===== src/rtl/main_fsb_if.sv =====
// Keypad / ALU / display bus of the BCD calculator control FSM.
// slave  : the control FSM (takes keys and ALU result, drives ALU operands and display)
// master : the surroundings (keypad scanner, ALU, display driver)
interface main_fsb_if;
  logic        kbEN;
  logic [3:0]  pressedkey;
  logic [15:0] ALUNum1;
  logic [15:0] ALUNum2;
  logic [3:0]  ALUOp;
  logic [15:0] ALUres;
  logic [15:0] Display;

  modport slave (
    input  kbEN, pressedkey, ALUres,
    output ALUNum1, ALUNum2, ALUOp, Display
  );

  modport master (
    output kbEN, pressedkey, ALUres,
    input  ALUNum1, ALUNum2, ALUOp, Display
  );
endinterface


===== src/rtl/main_fsb.sv =====
// Control FSM of the 4-digit BCD keypad calculator.
// Assembles two BCD operands and an operator from key events, hands them to
// the external ALU, waits ALU_LAT clocks and captures the result for display.
// Key flow: kbEN rising edge is detected and registered together with the key
// code, so every key acts one clock after its event cycle.
module main_fsb #(
  parameter int ALU_LAT = 2  // clocks from ALU inputs driven to ALUres sampled (>= 1)
) (
  input  logic       clk,
  input  logic       rst,
  main_fsb_if.slave  bus
);

  localparam int CW = (ALU_LAT > 1) ? $clog2(ALU_LAT) : 1;
  localparam logic [CW-1:0] CNT_LAST = CW'(ALU_LAT - 1);

  localparam logic [3:0] KEY_EQ = 4'hA;
  localparam logic [3:0] KEY_AC = 4'hB;
  localparam logic [3:0] OP_ADD = 4'hC;

  typedef enum logic [1:0] {
    S_NUM1   = 2'd0,
    S_NUM2   = 2'd1,
    S_CALC   = 2'd2,
    S_RESULT = 2'd3
  } state_t;

  // Key capture registers
  logic        r_kben_q;
  logic        r_evt;
  logic [3:0]  r_key;

  // FSM and datapath registers
  state_t      r_state;
  state_t      w_state_next;
  logic [15:0] r_num1, w_num1_next;
  logic [15:0] r_num2, w_num2_next;
  logic [3:0]  r_op, w_op_next;
  logic        r_got2, w_got2_next;
  logic [CW-1:0] r_cnt, w_cnt_next;
  logic [15:0] r_alu_num1, w_alu_num1_next;
  logic [15:0] r_alu_num2, w_alu_num2_next;
  logic [3:0]  r_alu_op, w_alu_op_next;
  logic [15:0] r_display, w_display_next;

  // Decoded key classes of the registered event
  logic w_rise;
  logic w_digit;
  logic w_op;
  logic w_eq;
  logic w_ac;
  logic w_calc_done;

  assign w_rise      = bus.kbEN & ~r_kben_q;
  assign w_digit     = r_evt & (r_key <= 4'd9);
  assign w_op        = r_evt & (r_key >= OP_ADD);
  assign w_eq        = r_evt & (r_key == KEY_EQ);
  assign w_ac        = r_evt & (r_key == KEY_AC);
  assign w_calc_done = (r_state == S_CALC) && (r_cnt == CNT_LAST);

  // Append a digit unless the register already holds four significant digits
  function automatic logic [15:0] shift_in(input logic [15:0] v, input logic [3:0] d);
    return (v[15:12] != 4'd0) ? v : {v[11:0], d};
  endfunction

  // Rising-edge detection of kbEN; key code latched in the edge cycle
  always_ff @(posedge clk) begin
    if (rst) begin
      r_kben_q <= 1'b0;
      r_evt    <= 1'b0;
      r_key    <= 4'd0;
    end else begin
      r_kben_q <= bus.kbEN;
      r_evt    <= w_rise;
      if (w_rise) begin
        r_key <= bus.pressedkey;
      end
    end
  end

  // FSM state register
  always_ff @(posedge clk) begin
    if (rst) begin
      r_state <= S_NUM1;
    end else begin
      r_state <= w_state_next;
    end
  end

  // Next-state logic; AC overrides everything, other keys are dropped in CALC
  always_comb begin
    w_state_next = r_state;
    if (w_ac) begin
      w_state_next = S_NUM1;
    end else begin
      case (r_state)
        S_NUM1:   if (w_op) w_state_next = S_NUM2;
        S_NUM2:   if (w_eq && r_got2) w_state_next = S_CALC;
        S_CALC:   if (w_calc_done) w_state_next = S_RESULT;
        S_RESULT: begin
          if (w_digit) w_state_next = S_NUM1;
          else if (w_op) w_state_next = S_NUM2;
        end
        default:  w_state_next = S_NUM1;
      endcase
    end
  end

  // Output/datapath next values per state
  always_comb begin
    w_num1_next     = r_num1;
    w_num2_next     = r_num2;
    w_op_next       = r_op;
    w_got2_next     = r_got2;
    w_cnt_next      = r_cnt;
    w_alu_num1_next = r_alu_num1;
    w_alu_num2_next = r_alu_num2;
    w_alu_op_next   = r_alu_op;
    w_display_next  = r_display;
    if (w_ac) begin
      w_num1_next     = 16'd0;
      w_num2_next     = 16'd0;
      w_op_next       = OP_ADD;
      w_got2_next     = 1'b0;
      w_cnt_next      = '0;
      w_alu_num1_next = 16'd0;
      w_alu_num2_next = 16'd0;
      w_alu_op_next   = OP_ADD;
      w_display_next  = 16'd0;
    end else begin
      case (r_state)
        S_NUM1: begin
          if (w_digit) begin
            w_num1_next    = shift_in(r_num1, r_key);
            w_display_next = shift_in(r_num1, r_key);
          end else if (w_op) begin
            w_op_next = r_key;
          end
        end
        S_NUM2: begin
          if (w_digit) begin
            w_num2_next    = shift_in(r_num2, r_key);
            w_display_next = shift_in(r_num2, r_key);
            w_got2_next    = 1'b1;
          end else if (w_op && !r_got2) begin
            // operator may still be changed until operand 2 is started
            w_op_next = r_key;
          end else if (w_eq && r_got2) begin
            w_alu_num1_next = r_num1;
            w_alu_num2_next = r_num2;
            w_alu_op_next   = r_op;
            w_cnt_next      = '0;
          end
        end
        S_CALC: begin
          if (w_calc_done) begin
            // result becomes operand 1 so an operator key can chain on it
            w_display_next = bus.ALUres;
            w_num1_next    = bus.ALUres;
            w_num2_next    = 16'd0;
            w_got2_next    = 1'b0;
          end else begin
            w_cnt_next = r_cnt + CW'(1);
          end
        end
        S_RESULT: begin
          if (w_digit) begin
            w_num1_next    = {12'd0, r_key};
            w_num2_next    = 16'd0;
            w_display_next = {12'd0, r_key};
          end else if (w_op) begin
            w_op_next = r_key;
          end
        end
        default: ;
      endcase
    end
  end

  // Datapath and output registers
  always_ff @(posedge clk) begin
    if (rst) begin
      r_num1     <= 16'd0;
      r_num2     <= 16'd0;
      r_op       <= OP_ADD;
      r_got2     <= 1'b0;
      r_cnt      <= '0;
      r_alu_num1 <= 16'd0;
      r_alu_num2 <= 16'd0;
      r_alu_op   <= OP_ADD;
      r_display  <= 16'd0;
    end else begin
      r_num1     <= w_num1_next;
      r_num2     <= w_num2_next;
      r_op       <= w_op_next;
      r_got2     <= w_got2_next;
      r_cnt      <= w_cnt_next;
      r_alu_num1 <= w_alu_num1_next;
      r_alu_num2 <= w_alu_num2_next;
      r_alu_op   <= w_alu_op_next;
      r_display  <= w_display_next;
    end
  end

  assign bus.ALUNum1 = r_alu_num1;
  assign bus.ALUNum2 = r_alu_num2;
  assign bus.ALUOp   = r_alu_op;
  assign bus.Display = r_display;

endmodule


===== src/flat_wrapper.sv =====
// flat-port wrapper written by rule: the top's interface ports become plain ports
module main_fsb_flat 
#(
  parameter int ALU_LAT = 2                                                           
)
  (clk, rst, bus_kbEN, bus_pressedkey, bus_ALUres, bus_ALUNum1, bus_ALUNum2, bus_ALUOp, bus_Display);
  main_fsb_if bus_i ();
  input  logic clk;
  input  logic rst;
  input wire logic [$bits(bus_i.kbEN)-1:0] bus_kbEN;
  input wire logic [$bits(bus_i.pressedkey)-1:0] bus_pressedkey;
  input wire logic [$bits(bus_i.ALUres)-1:0] bus_ALUres;
  output wire logic [$bits(bus_i.ALUNum1)-1:0] bus_ALUNum1;
  output wire logic [$bits(bus_i.ALUNum2)-1:0] bus_ALUNum2;
  output wire logic [$bits(bus_i.ALUOp)-1:0] bus_ALUOp;
  output wire logic [$bits(bus_i.Display)-1:0] bus_Display;
  assign bus_i.kbEN = bus_kbEN;
  assign bus_i.pressedkey = bus_pressedkey;
  assign bus_i.ALUres = bus_ALUres;
  assign bus_ALUNum1 = bus_i.ALUNum1;
  assign bus_ALUNum2 = bus_i.ALUNum2;
  assign bus_ALUOp = bus_i.ALUOp;
  assign bus_Display = bus_i.Display;
  main_fsb #(.ALU_LAT(ALU_LAT)) u_core (.clk(clk), .rst(rst), .bus(bus_i));
endmodule

===== config.mk =====
export PLATFORM = sky130hd
export DESIGN_NAME = main_fsb_flat
export DESIGN_NICKNAME = d
export VERILOG_FILES = /design/src/rtl/main_fsb_if.sv /design/src/rtl/main_fsb.sv /design/src/flat_wrapper.sv
export SDC_FILE = /design/constraint.sdc
export NUM_CORES = 1
export LEC_CHECK = 0
export BUFFER_PORTS_ARGS = -buffer_cell sky130_fd_sc_hd__buf_2
export CAP_MARGIN = 5
export CORE_MARGIN = 3
export CORE_UTILIZATION = 25
export CTS_CLUSTER_DIAMETER = 150
export DETAILED_ROUTE_END_ITERATION = 6
export GPL_ROUTABILITY_DRIVEN = 1
export GPL_TIMING_DRIVEN = 0
export PLACE_DENSITY = 0.41
export SLEW_MARGIN = 10
export SYNTH_ARGS = -nofsm -noshare
export SYNTH_HDL_FRONTEND = slang
export SYNTH_SLANG_ARGS = --single-unit
export TNS_END_PERCENT = 50

===== constraint.sdc =====
create_clock -name clk -period 2 [get_ports clk]
set_input_delay 0.3 -clock clk [delete_from_list [all_inputs] [get_ports clk]]
set_output_delay 0.3 -clock clk [all_outputs]
set_load 0.01 [all_outputs]

==> results_dict.tcl <==
set metrics [dict create \
    mappedNetlistNets 551 \
    core_area_um2 17500 \
    fin_max_slew_vios 0 \
    min_path_type "primary input to register" \
    die_area_um2 19900 \
    stdcell_area_um2 5640 \
    first_iter_violations 280 \
    finalNonFillerCells 840 \
    start_util_pct 26.0 \
    cts_tree "yes" \
    finalHoldWorstSlack_ns 0.189 \
    cp-end-kind "register" \
    max_slew_margin_pct 68.5 \
    drt_wl_total_mm 14.7 \
    finalCriticalPeriod_ns 1.93 \
    achievable-frequency_mhz 518 \
    io_pins 75 \
    power_leakage_nw 2.28 \
    path_max_fanout 8 \
    post_synth_and_or_nand_nor_area_fraction_pct 18.5 \
    ir_drop_mv 0.406 \
    grt_setup_unrepaired "true" \
    synth.yosys.seq_area_share_pct 43.1 \
    synth_area_per_cell_um2 8.71 \
    dp_worst_setup_slack_ns -0.117 \
    status "completed" \
    antenna-diode-count 0 \
    crit_family "simple AND/OR/NAND/NOR gates" \
    yosysWarnings 0 \
    post-route-drc-count 0 \
    met3_usage_pct 2.82 \
    synth_area_um2 4550 \
    ctsHoldBuffers 0 \
    clockRootBuffer "clkbuf_16" \
    main_combinational_cell_family_by_area_after_synthesis "compound AO/OA/AOI/OAI gates" \
    wl_per_cell_um 17.5 \
    cts.clk_slew.worst_paths_ns 0.07 \
    clock_tree.htree_level_count 3 \
    hold_viol_final 0 \
    finalSetupViolCount 0 \
    post-route-period-util_pct 96.5 \
    number_of_global_route_vias_before_repair 3991 \
    clock_path_buffers 2 \
    timing.critical_path.slowest_cell_delay_ns 0.38 \
    post-place-cells 822 \
    start_kind "register" \
    detailedPlacementHpwl_mm 11.3 \
    postPlaceCellArea_um2 5200 \
    initial_antenna_violation_count 0 \
    syn2layout_area_growth_pct 23.9 \
    cts_buffers 9 \
    synth_ff_type "dfxtp_1" \
    cp.required_ns 2.30 \
    grt.busiest_layer "met2" \
    skew_ns 0.00776 \
    groute.layer.met2.usage_pct 22.2 \
    synth_top_area_cell "dfxtp_1" \
    postRouteAntennaNets 0 \
    post_synth_xor_area_fraction_pct 0 \
    globalRouteOverflowTotal 0 \
    worst-slew-pin-transition_ns 0.469 \
    yosys.area_share.adder_pct 1.37 \
    place.gp.congestion 0.840 \
    viasPerCell 4.90 \
    power.density_cell_area_nw_per_um2 769 \
    critPathBufInv 3 \
    slowest_stage "or3_4" \
    synth.ff_latch_count 98 \
    clock_insertion_delay_worst_skew_ns 0.35 \
    maxCapViolations 0 \
    ys_top_cells_by_area "dfxtp_1, a21oi_1, nand2_1" \
    grt_max_degree 20 \
    setup_slack_ns 0.0692 \
    ordered_cell_list_for_the_critical_path "inv_1, ha_1, buf_6, or3_4, a21oi_4, and2_4, clkbuf_16, a22o_1" \
    synth_enable_flop_cells 0 \
    portBuffers 74 \
    totalPowerFinal_mw 4.34 \
    reg2reg_from "u_core.r_state[1]$_SDFFE_PP0P_" \
    synth-compound-area-share_pct 25.1 \
    async_flop_share_pct 0 \
    netlist.area_leader.share_pct 43.1 \
    worstPathArrival_ns 2.23 \
    drtPass1Iterations 5 \
    grt_usage_pct 14.6 \
    via_count 4119 \
    yosys-mux-area-fraction_pct 3.98 \
    groute.layer.met1.usage_pct 20.6 \
    die_w_um 141 \
    startpoint "u_core.r_state[1]$_SDFFE_PP0P_" \
    worst_hold_startpoint "bus_pressedkey[1]" \
    clkSinkCount 98 \
    final_net_count 639 \
    netlist_instances 523 \
    synth_cell_type_count 50 \
    grt_first_pass_wirelength_mm 22.6 \
    critPathKind "register to register" \
    floorplan.rows 48 \
    post_route_cells_drive_above_1_share_pct 25.5 \
    chipHeight_um 141 \
]
==> final timing paths <==
check	endpoint	slack, ns	cells past startpoint
worst min register to register	u_core.r_evt$_SDFF_PP0_	0.41	1
worst max-delay path	u_core.bus.Display[2]$_SDFFE_PP0P_	0.07	8
worst min-delay path	u_core.r_key[1]$_SDFFE_PP0P_	0.19	3
worst max register to register	u_core.bus.Display[2]$_SDFFE_PP0P_	0.07	8
==> power breakdown <==
group,switching (mW),internal [mW]
clock network,0.772,1.13
logic,0.229,0.169
registers,0.0527,1.99
==> cells by family after synthesis <==
group           after synthesis
fa+ha+maj                     5
flops                        98
compound gates              170
simple gates                179
buf+inv                      53
mux                          18
==> cell usage after synthesis, types with 2 or more instances <==
| library cell | instances |
|---|---|
| buf_4 | 3 |
| buf_8 | 5 |
| nor2b_1 | 3 |
| a22o_1 | 32 |
| a21oi_1 | 73 |
| a21oi_2 | 6 |
| buf_6 | 11 |
| o21ai_0 | 20 |
| a22oi_1 | 4 |
| ha_1 | 5 |
| a211oi_2 | 2 |
| mux2i_1 | 17 |
| and3_1 | 2 |
| nor2_4 | 2 |
| a211oi_1 | 4 |
| nand2_1 | 81 |
| nor4b_1 | 2 |
| inv_1 | 10 |
| a32o_1 | 2 |
| nor2_1 | 43 |
| clkbuf_1 | 13 |
| buf_2 | 10 |
| nand3_1 | 29 |
| dfxtp_1 | 98 |
| a31oi_1 | 5 |
| or2_1 | 3 |
| nand2b_1 | 3 |
| a32oi_1 | 12 |
| o211ai_1 | 2 |
==> cells in the final DEF (no fill, tap or decap), types with 12 or more instances in the layout <==
cell type / n
nand2_1: 81
o21ai_0: 19
mux2i_1: 17
buf_2: 82
dfxtp_1: 97
nor2_1: 43
a22o_1: 32
nand3_1: 29
a21oi_1: 73
buf_6: 13
a32oi_1: 12
==> flip-flops by register name (all words and copies together) (netlist names), 4 cells and up <==
signal              flops
u_core.r_num2          16
u_core.bus.ALUNum2     16
u_core.bus.Display     16
u_core.r_num1          16
u_core.r_key            4
u_core.bus.ALUOp        4
u_core.bus.ALUNum1     16
u_core.r_op             4
==> per-layer routing <==
metal,share of wire (%),vias to the layer above
met5,0,-
met4,1.6,0
met3,5.4,17
met2,44,114
met1,49,1951
li1,-,2037
==> cell type report <==
| cell class | count | area [um2] |
|---|---|---|
| Fill cell | 1906 | 11900 |
| Clock buffer | 11 | 243 |
| Inverter | 11 | 41.3 |
| Sequential cell | 98 | 1960 |
| Multi-Input combinational cell | 372 | 2250 |
| Buffer | 38 | 317 |
| Timing Repair Buffer | 81 | 469 |
| Tap cell | 225 | 282 |
| Clock inverter | 4 | 76.3 |
==> worst reg2reg max path, delay by kind of cell, from the launching register on <==
kind                       cells  cell delay, ns
DFF                            1            0.34
and+or+nand+nor                2            0.63
buffers and inverters          3            0.37
adders and majority gates      1            0.19
AOI/OAI and AO/OA              2            0.34
==> timing repair <==
| item | 4_1_cts | 5_1_grt |
|---|---|---|
| resized for setup | 7 | 16 |
| cloned | 0 | 1 |
| endpoints found under the setup margin | 35 | 49 |
| setup buffers | 2 | 4 |
| pin swaps | 3 | 5 |
| hold endpoints to repair | 0 | 0 |
==> through the flow <==
step | TNS [ns] | utilization (%)
floorplan | 0 | -
global placement | -1.19 | 29.7
detailed placement | -1.92 | 29.7
CTS | 0 | 31.7
global route | -0.259 | 32.2
finish | 0 | 32.2
(Power assumes the default switching activity.)
